## src/rtl/mux_rr_stream.sv

```systemverilog
// N-channel valid/ready stream multiplexer with a single output register.
// A round-robin or fixed-priority arbiter picks one source per transfer.
module mux_rr_stream #(
    parameter int N_CH  = 4,
    parameter int WIDTH = 8,
    parameter int MODE  = 0,
    localparam int SEL_W = $clog2(N_CH)
) (
    input  logic                    i_clk,
    input  logic                    i_rstn,
    input  logic [N_CH-1:0]         i_valid,
    input  logic [N_CH*WIDTH-1:0]   i_data,
    output logic [N_CH-1:0]         o_ready,
    output logic                    o_valid,
    output logic [WIDTH-1:0]        o_data,
    output logic [SEL_W-1:0]        o_sel,
    input  logic                    i_ready
);

    logic               r_valid;
    logic [WIDTH-1:0]   r_data;
    logic [SEL_W-1:0]   r_sel;
    logic [SEL_W-1:0]   r_ptr;

    logic               w_load_en;
    logic [SEL_W-1:0]   w_base;
    logic               w_found;
    logic [SEL_W-1:0]   w_gnt;
    logic [WIDTH-1:0]   w_word;
    logic [SEL_W-1:0]   w_next_ptr;
    logic               w_xfer;

    assign w_load_en = ~r_valid | i_ready;
    assign w_base    = (MODE == 0) ? r_ptr : '0;

    // Scan starts at the pointer and wraps; fixed priority scans from 0.
    always_comb begin
        w_found = 1'b0;
        w_gnt   = '0;
        w_word  = '0;
        for (int unsigned i = 0; i < N_CH; i++) begin
            int unsigned      idx;
            logic [SEL_W-1:0] idx_s;
            idx   = (32'(w_base) + i) % N_CH;
            idx_s = SEL_W'(idx);
            if (!w_found && i_valid[idx_s]) begin
                w_found = 1'b1;
                w_gnt   = idx_s;
                w_word  = WIDTH'(i_data >> (idx * WIDTH));
            end
        end
    end

    assign w_xfer     = w_found & w_load_en;
    assign w_next_ptr = (w_gnt == SEL_W'(N_CH - 1)) ? '0 : w_gnt + 1'b1;

    always_comb begin
        o_ready = '0;
        if (w_xfer) begin
            o_ready[w_gnt] = 1'b1;
        end
    end

    always_ff @(posedge i_clk or negedge i_rstn) begin
        if (!i_rstn) begin
            r_valid <= 1'b0;
            r_data  <= '0;
            r_sel   <= '0;
            r_ptr   <= '0;
        end else if (w_xfer) begin
            r_valid <= 1'b1;
            r_data  <= w_word;
            r_sel   <= w_gnt;
            if (MODE == 0) begin
                r_ptr <= w_next_ptr;
            end
        end else if (i_ready) begin
            r_valid <= 1'b0;
        end
    end

    assign o_valid = r_valid;
    assign o_data  = r_data;
    assign o_sel   = r_sel;

endmodule

```

## config.mk

```make
export PLATFORM = sky130hd
export DESIGN_NAME = mux_rr_stream
export DESIGN_NICKNAME = d
export VERILOG_FILES = /design/src/rtl/mux_rr_stream.sv
export SDC_FILE = /design/constraint.sdc
export NUM_CORES = 1
export LEC_CHECK = 0
export CAP_MARGIN = 10
export CORE_MARGIN = 10
export CORE_UTILIZATION = 52
export CTS_BUF_LIST = sky130_fd_sc_hd__clkbuf_8
export DETAILED_ROUTE_END_ITERATION = 12
export PLACE_DENSITY = 0.89
export SETUP_SLACK_MARGIN = 0.4
export SLEW_MARGIN = 20
export SYNTH_ARGS = -nofsm -noshare
export SYNTH_HDL_FRONTEND = slang
export SYNTH_SLANG_ARGS = --single-unit
export TNS_END_PERCENT = 1
```

## constraint.sdc

```tcl
create_clock -name i_clk -period 4.2 [get_ports i_clk]
set_input_delay 0.42 -clock i_clk [delete_from_list [all_inputs] [get_ports i_clk]]
set_output_delay 0.42 -clock i_clk [all_outputs]
set_load 0.03 [all_outputs]
```

==> results.cfg, run 1 <==
[worst_setup_path]
path_class = input pin to primary output
r2r_end = o_data[1]$_DFFE_PN0P_
endpoint = o_ready[0]
rr_startpoint = r_ptr[1]$_DFFE_PN0P_
worstPathArrival_ns = 2.97
rr_worst_depth = 6
crit_fanout = 11
ff2ff_setup_slack_ns = 1.66
setup.worst_path.start = i_valid[3]
worstSetupStartpointType = input pin
cp.required_ns = 3.78
end_kind = primary output

[min_path]
hold_depth = 1
hp-class = flip-flop to flip-flop

[drt]
ant_nets = 0
drcViolationCount = 0
num_vias = 1724
drt-pass1-iter-count = 4
drt_iter0_drc = 140
wl_per_cell_um = 17.1
routed_wl_um = 4910
via_per_inst = 5.99

[logic_synthesis]
syn_area_per_cell_um2 = 8.22
synthCells = 204
synth_ff_type = dfrtp_1
yosysTopAreaCellShare_pct = 19.4
synth_edf_count = 0
netlist_area_um2 = 1680
yosysWarnings = 0
netlist_top_cells_area = dfrtp_1, mux2i_1, o221ai_1
synth_nets = 247
yosys_register_bits = 13
ys_types = 43
yosysTopAreaCell = dfrtp_1
synth_async_sr_flop_share_pct = 100
yosysSeqAreaShare_pct = 19.4
ys_top_cells_by_count = mux2i_1, nand2_1, o221ai_1

[floorplan]
io_pins = 54
rows = 20
core_um2 = 3080
die_area_um2 = 5900
die_y_um = 76.8
die_w_um = 76.8
start_util_pct = 54.5

[placement]
place_area_um2 = 2180
finalWeightedCongestion = 0.859
io_buffers = 53
dp_hpwl_um = 3800

[power_and_ir_drop]
total_power_mw = 1.13
power.leakage_nw = 0.870
max-vdd-ir-drop_uv = 429
p_per_area_nw_per_um2 = 508

[global_routing]
grt_pass1_vias = 1630
grt_max_degree = 42
grt_pass1_wl_um = 7980
gr-usage-all-layers_pct = 15.5
gr-total-overflow = 0
antenna_found_initial = 0

[sta]
finalHoldViolCount = 0
min_period_ns = 3.39
rsz0062_at_grt = false
max_freq_mhz = 295
clock-skew-final_ns = 0.00100
slew_headroom_pct = 48.2
fin_crit_sh_pct = 80.8
fin_setup_tns_ns = 0
worstMarginPinSlew_ns = 0.774
finalMaxSlewViolations = 0
hold_ws_ns = 0.501
setup_viol = 0

[cells_and_area]
layout.nets = 288
n_fill_cell = 252
drive_above_1_share_pct = 11.9
num_antenna_cells = 0
final_cell_area_um2 = 2220
multi_input_area_um2 = 1230
area_growth_pct = 32.6
area.sequential_um2 = 327

[cts]
htree_levels = 1
cts_sinks = 13
root_buffer = clkbuf_8
cts_tree = done
worstSkewPairLatency_ns = 0.23
cts_resized = 0
path_clk_slew_ns = 0.05
cts.hold.buffers_added = 0
cts_made_buffers = 3
post-cts-setup-buffer-count = 0
clockBufferDepth = 2

[job]
drv_cap = 0

[outcome]
status = complete, no violations
-- layout by cell type (no fill, tap or decap), drive strengths merged --
cell,netlist,routed
a21oi,12,12
nor3,1,1
o2111ai,1,1
a32oi,1,1
a2bb2oi,1,1
buf,16,2
nand2,24,24
mux2,9,9
a31oi,2,2
o21ai,5,5
o211ai,7,7
and2,4,4
o221ai,16,16
a21o,3,3
nand4,8,8
and4b,1,1
nor2b,3,3
nor3b,2,2
a211oi,1,1
a221oi,1,1
nor2,12,12
nand4b,1,1
nor4,2,2
clkdlybuf4s50,0,53
o22ai,1,1
or3,8,8
nand3,8,8
dfrtp,13,13
ha,4,4
nand2b,1,1
or4b,1,1
nand3b,1,1
inv,5,6
mux2i,24,24
clkbuf,3,3
and3,1,1
nor4b,1,1
-- flip-flops by register name, indices dropped and copies added, names as in the netlist --
signal,count
o_data,8
o_sel,2
r_ptr,2
o_valid,1
-- worst max-delay path, cell delays in order --
cell,delay [ns]
clkdlybuf4s50_1,0.69
nor2b_1,0.16
a21o_1,0.20
a221oi_1,0.47
inv_2,0.09
ha_1,0.20
and2_1,0.14
clkdlybuf4s50_1,0.59
-- cell type report --
class | count | share of cell area [%]
clock buffer | 3 | 1.86
clock inverter | 1 | 0.169
inverter | 5 | 0.844
sequential | 13 | 14.7
multi-input combinational | 167 | 55.4
tap | 44 | 2.48
timing repair buffer | 55 | 24.5
-- layer usage --
metal / GRT usage [%] / routed length, um / part of all wire (%)
met5: 0 / 0 / 0
met4: 2.23 / 30 / 0.61
met3: 2.80 / 397 / 8.1
met2: 25.3 / 2280 / 46
met1: 21.0 / 2200 / 45
-- power breakdown --
group | switching, mW | leakage, nW | internal (mW) | total [mW]
Sequential | 0.0617 | 0.154 | 0.176 | 0.238
Combinational | 0.454 | 0.689 | 0.337 | 0.790
Clock | 0.0371 | 0.0269 | 0.0640 | 0.101
Total | 0.552 | 0.870 | 0.577 | 1.13
-- metrics by stage --
step / worst slack [ns] / instances / utilization (%)
6_report: 0.806 / 288 / 72.2
5_1_grt: 0.611 / 288 / 72.2
4_1_cts: 0.793 / 288 / 72.2
3_5_place_dp: 0.802 / 284 / 70.8
3_3_place_gp: 0.869 / 284 / 70.8
2_1_floorplan: 1.93 / 204 / -
-- logic make-up after synthesis --
group	synth area share [%]
muxes	20.4
DFF	19.4
buffers and inverters	7.09
and+or+nand+nor	26.0
AOI/OAI and AO/OA	24.2
adders and majority gates	2.99
-- worst min path at each step --
stage / startpoint / to / slack [ns]
5_1_grt: o_sel[1]$_DFFE_PN0P_ / o_sel[1]$_DFFE_PN0P_ / 0.52
6_report: o_sel[0]$_DFFE_PN0P_ / o_sel[0]$_DFFE_PN0P_ / 0.50
3_5_place_dp: o_sel[1]$_DFFE_PN0P_ / o_sel[1]$_DFFE_PN0P_ / 0.49
2_1_floorplan: i_rstn / o_data[0]$_DFFE_PN0P_ / 0.12
4_1_cts: o_sel[0]$_DFFE_PN0P_ / o_sel[0]$_DFFE_PN0P_ / 0.51
3_3_place_gp: o_sel[0]$_DFFE_PN0P_ / o_sel[0]$_DFFE_PN0P_ / 0.46
(Power assumes the default switching activity.)
==> run 2, diff against run 1 <==
Settings changed: CORE_UTILIZATION 52 to 44, PLACE_DENSITY 0.89 to 0.8.
Clock period 4.2 ns to 3.11 ns, I/O delays scaled along.
==> results.cfg, run 2 (synthesis results as in run 1) <==
[sta]
min_period_ns = 2.59
worstMarginPinSlew_ns = 0.810
layout_setup_ws_ns = 0.520
finalMaxSlewViolations = 0
finalHoldViolCount = 0
hold_ws_ns = 0.428
rsz0062_at_grt = true
fin_crit_sh_pct = 83.3
setup_viol = 0
slew_headroom_pct = 45.8
clock-skew-final_ns = 0.00297
max_freq_mhz = 386
fin_setup_tns_ns = 0

[global_routing]
gr-total-overflow = 0
grt_pass1_wl_um = 8510
grt_pass1_vias = 1659
grt_max_degree = 43
antenna_found_initial = 0
gr-usage-all-layers_pct = 15.4

[floorplan]
die_w_um = 81.7
die_y_um = 81.7
start_util_pct = 45.8
die_area_um2 = 6680
rows = 22
core_um2 = 3660
io_pins = 54

[power_and_ir_drop]
p_per_area_nw_per_um2 = 674
swShare_pct = 48.6
pwr-share-clk_pct = 9.3
p_int_mw = 0.790
power.leakage_nw = 0.924
max-vdd-ir-drop_uv = 526
total_power_mw = 1.54
pwr-share-comb_pct = 71.9
seq_power_share_pct = 18.9
switching_power_mw = 0.748

[placement]
pre_cts_ws_ns = 0.195
place_area_um2 = 2220
io_buffers = 53
dp_hpwl_um = 3870
finalWeightedCongestion = 0.827
dp.cells = 294

[drt]
via_per_inst = 5.81
drt_iter0_drc = 208
ant_nets = 0
routed_wl_um = 5050
drcViolationCount = 0
num_vias = 1732
drt-pass1-iter-count = 4
wl_per_cell_um = 16.9

[cells_and_area]
multi_input_area_um2 = 1240
final_common_cell = clkdlybuf4s50_1
drive_above_1_share_pct = 15.6
final_cell_mix = clkdlybuf4s50_1, nand2_1, mux2i_1
area.sequential_um2 = 327
num_antenna_cells = 0
final_cells = 298
final_core_util_pct = 62.3
layout.nets = 294
n_fill_cell = 327
largest_reg_flops = 8
area_growth_pct = 36.1
final_cell_area_um2 = 2280

[worst_setup_path]
end_kind = primary output
worstSetupStartpointType = flip-flop
cp.required_ns = 2.80
crit_fanout = 13
path_class = flip-flop to primary output
rr_worst_depth = 7
worstPathArrival_ns = 2.28

[cts]
cts_tree = done
post-cts-setup-buffer-count = 0
cts_sinks = 13
worstSkewPairLatency_ns = 0.24
cts.hold.buffers_added = 0
htree_levels = 1
root_buffer = clkbuf_8
path_clk_slew_ns = 0.05
cts_made_buffers = 3
clockBufferDepth = 2

[outcome]
status = complete, no violations

[job]
drv_cap = 0

[min_path]
hp-class = input pin to asynchronous set/reset pin
[run 2: cell types whose count changed in the layout (fill, tap and decap cells not counted), sizes merged]
cell	previous run	this run
clkdlybuf4s50	53	49
dlymetal6s2s	0	1
dlygate4sd2	0	1
buf	2	10
[run 2: timing repair]
action,CTS,global route
resized for setup,2,2
setup endpoints to repair,2,10
gates cloned,0,0
[run 2: path summary, 6_finish.rpt]
path	from	end	slack, ns
max	r_ptr[0]$_DFFE_PN0P_	o_ready[1]	0.52
min	i_rstn	r_ptr[0]$_DFFE_PN0P_	0.43
max reg2reg	r_ptr[1]$_DFFE_PN0P_	o_data[7]$_DFFE_PN0P_	0.55
min reg2reg	o_sel[0]$_DFFE_PN0P_	o_sel[0]$_DFFE_PN0P_	0.49
max in group asynchronous	i_rstn	r_ptr[1]$_DFFE_PN0P_	2.29
min in group i_clk	o_sel[0]$_DFFE_PN0P_	o_sel[0]$_DFFE_PN0P_	0.49
[run 2: critical path: stages, from the launching register on]
cell,delay (ns)
dfrtp_1,0.50
buf_4,0.24
a21o_1,0.17
a221oi_2,0.38
inv_2,0.09
ha_1,0.19
and2_1,0.13
dlygate4sd2_1,0.35
[run 2: final cells by class]
type	count	share of cell area (%)
sequential	13	14.3
inverter	5	0.822
timing repair buffer	61	25.7
tap	48	2.63
clock inverter	1	0.164
clock buffer	3	1.81
multi-input combinational	167	54.6
[run 2: routing by layer]
metal / share of wire, % / GRT usage [%]
met1: 47 / 22.7
met2: 44 / 21.8
met3: 8.3 / 3.28
met4: 0.83 / 4.25
met5: 0 / 0
[run 2: power by group through the flow]
stage	Combinational, mW	Sequential [mW]	Clock [mW]
global route	1.21	0.301	0.157
finish	1.11	0.290	0.143
global placement	1.08	0.291	0
CTS	1.10	0.289	0.148
floorplan	0.688	0.388	0
detailed placement	1.10	0.290	0
==> run 3, diff against run 2 <==
Clock period 3.11 ns to 2.17 ns, I/O delays scaled along.
==> results.cfg, run 3 (synthesis results as in run 1) <==
[sta]
finalMaxSlewViolations = 0
rsz0062_at_grt = true
setup_viol = 0
hold_ws_ns = 0.332
clock-skew-final_ns = 0.00404
max_freq_mhz = 463
min_period_ns = 2.16
layout_setup_ws_ns = 0.0105
fin_setup_tns_ns = 0
finalHoldViolCount = 0
fin_crit_sh_pct = 99.5
slew_headroom_pct = 62.5
worstMarginPinSlew_ns = 0.560

[placement]
place_area_um2 = 2440
dp.cells = 317
pre_cts_ws_ns = -0.336
dp_hpwl_um = 4270
io_buffers = 53
finalWeightedCongestion = 0.814

[cells_and_area]
final_cell_area_um2 = 2570
final_core_util_pct = 70.3
n_fill_cell = 285
area.sequential_um2 = 328
num_antenna_cells = 0
final_common_cell = clkdlybuf4s50_1
area_growth_pct = 53.4
drive_above_1_share_pct = 28.3
multi_input_area_um2 = 1300
layout.nets = 320
final_cells = 324
final_cell_mix = clkdlybuf4s50_1, buf_4, nand2_1, mux2i_1, o221ai_1
largest_reg_flops = 8

[worst_setup_path]
crit_fanout = 3
end_kind = primary output
slowest_stage = dfrtp_2
rr_startpoint = r_ptr[0]$_DFFE_PN0P_
cpPeakStageDelay_ns = 0.42
path_class = flip-flop to primary output
worstPathCellList = nor2b_4 -> a21o_1 -> a221oi_2 -> buf_4 -> buf_4 -> ha_1 -> and2_4 -> buf_6
cp.required_ns = 1.95
path_common_cell = buf_4
worstPathArrival_ns = 1.94
worstSetupStartpointType = flip-flop
setup.worst_path.start = r_ptr[1]$_DFFE_PN0P_

[power_and_ir_drop]
power.leakage_nw = 1.08
total_power_mw = 2.48
max-vdd-ir-drop_uv = 733
p_per_area_nw_per_um2 = 966

[drt]
ant_nets = 0
drt-pass1-iter-count = 4
wl_per_cell_um = 16.8
highest_layer = met4
drt_iter0_drc = 227
routed_wl_um = 5460
met1Wirelength_um = 2320
via_per_inst = 5.84
drcViolationCount = 0
wl_met3_um = 490
met2_length_um = 2560
num_vias = 1893

[cts]
cts.hold.buffers_added = 0
htree_levels = 1
root_buffer = clkbuf_8
cts_made_buffers = 3
worstSkewPairLatency_ns = 0.25
clockBufferDepth = 2
cts_tree = done
cts_sinks = 13
path_clk_slew_ns = 0.05

[global_routing]
antenna_found_initial = 0
grt_pass1_vias = 1770
grt_pass1_wl_um = 8820
gr-usage-all-layers_pct = 16.4
gr-total-overflow = 0
grt_max_degree = 42

[job]
drv_cap = 0

[min_path]
hp-class = input pin to asynchronous set/reset pin

[floorplan]
start_util_pct = 45.8
die_area_um2 = 6680
die_y_um = 81.7
rows = 22
core_um2 = 3660
io_pins = 54
die_w_um = 81.7

[outcome]
status = complete, no violations
run 3: cell count changes in the layout (fill, tap and decap cells not counted), sizes merged:
cell           delta
buf              +28
clkdlybuf4s50     -2
run 3: timing repair:
| item | in CTS | in global routing |
|---|---|---|
| hold endpoints to repair | 0 | 0 |
| setup endpoints to repair | 15 | 16 |
| buffers inserted | 2 | 1 |
| resized for setup | 15 | 19 |
| pin swaps | 4 | 7 |
run 3: layout make-up:
class / instances / area share, %
Inverter: 5 / 0.730
Clock buffer: 3 / 1.61
Tap cell: 48 / 2.33
Sequential cell: 13 / 12.7
Timing Repair Buffer: 87 / 32.1
Multi-Input combinational cell: 167 / 50.4
Clock inverter: 1 / 0.146
run 3: worst paths after layout:
kind	cells after the start	end	slack, ns
min in group i_clk	1	o_sel[0]$_DFFE_PN0P_	0.48
worst min register to register	1	o_sel[0]$_DFFE_PN0P_	0.48
worst max-delay path	8	o_ready[3]	0.01
max in group asynchronous	1	r_ptr[0]$_DFFE_PN0P_	1.44
worst max register to register	7	o_data[1]$_DFFE_PN0P_	0.03
worst min-delay path	1	o_sel[1]$_DFFE_PN0P_	0.33
run 3: critical path: cells and delay by family, from the launching register on:
kind	cells	cell delay [ns]
buf+inv	3	0.38
fa+ha+maj	1	0.14
flops	1	0.42
simple gates	2	0.29
compound gates	2	0.47
run 3: power breakdown:
part | internal [mW] | switching, mW
logic | 0.867 | 0.998
registers | 0.342 | 0.0672
clock network | 0.125 | 0.0847
run 3: per-layer routing:
layer,vias up,global-route usage (%)
met2,74,25.3
li1,923,-
met4,0,5.27
met3,8,4.26
met1,888,21.7
met5,-,0
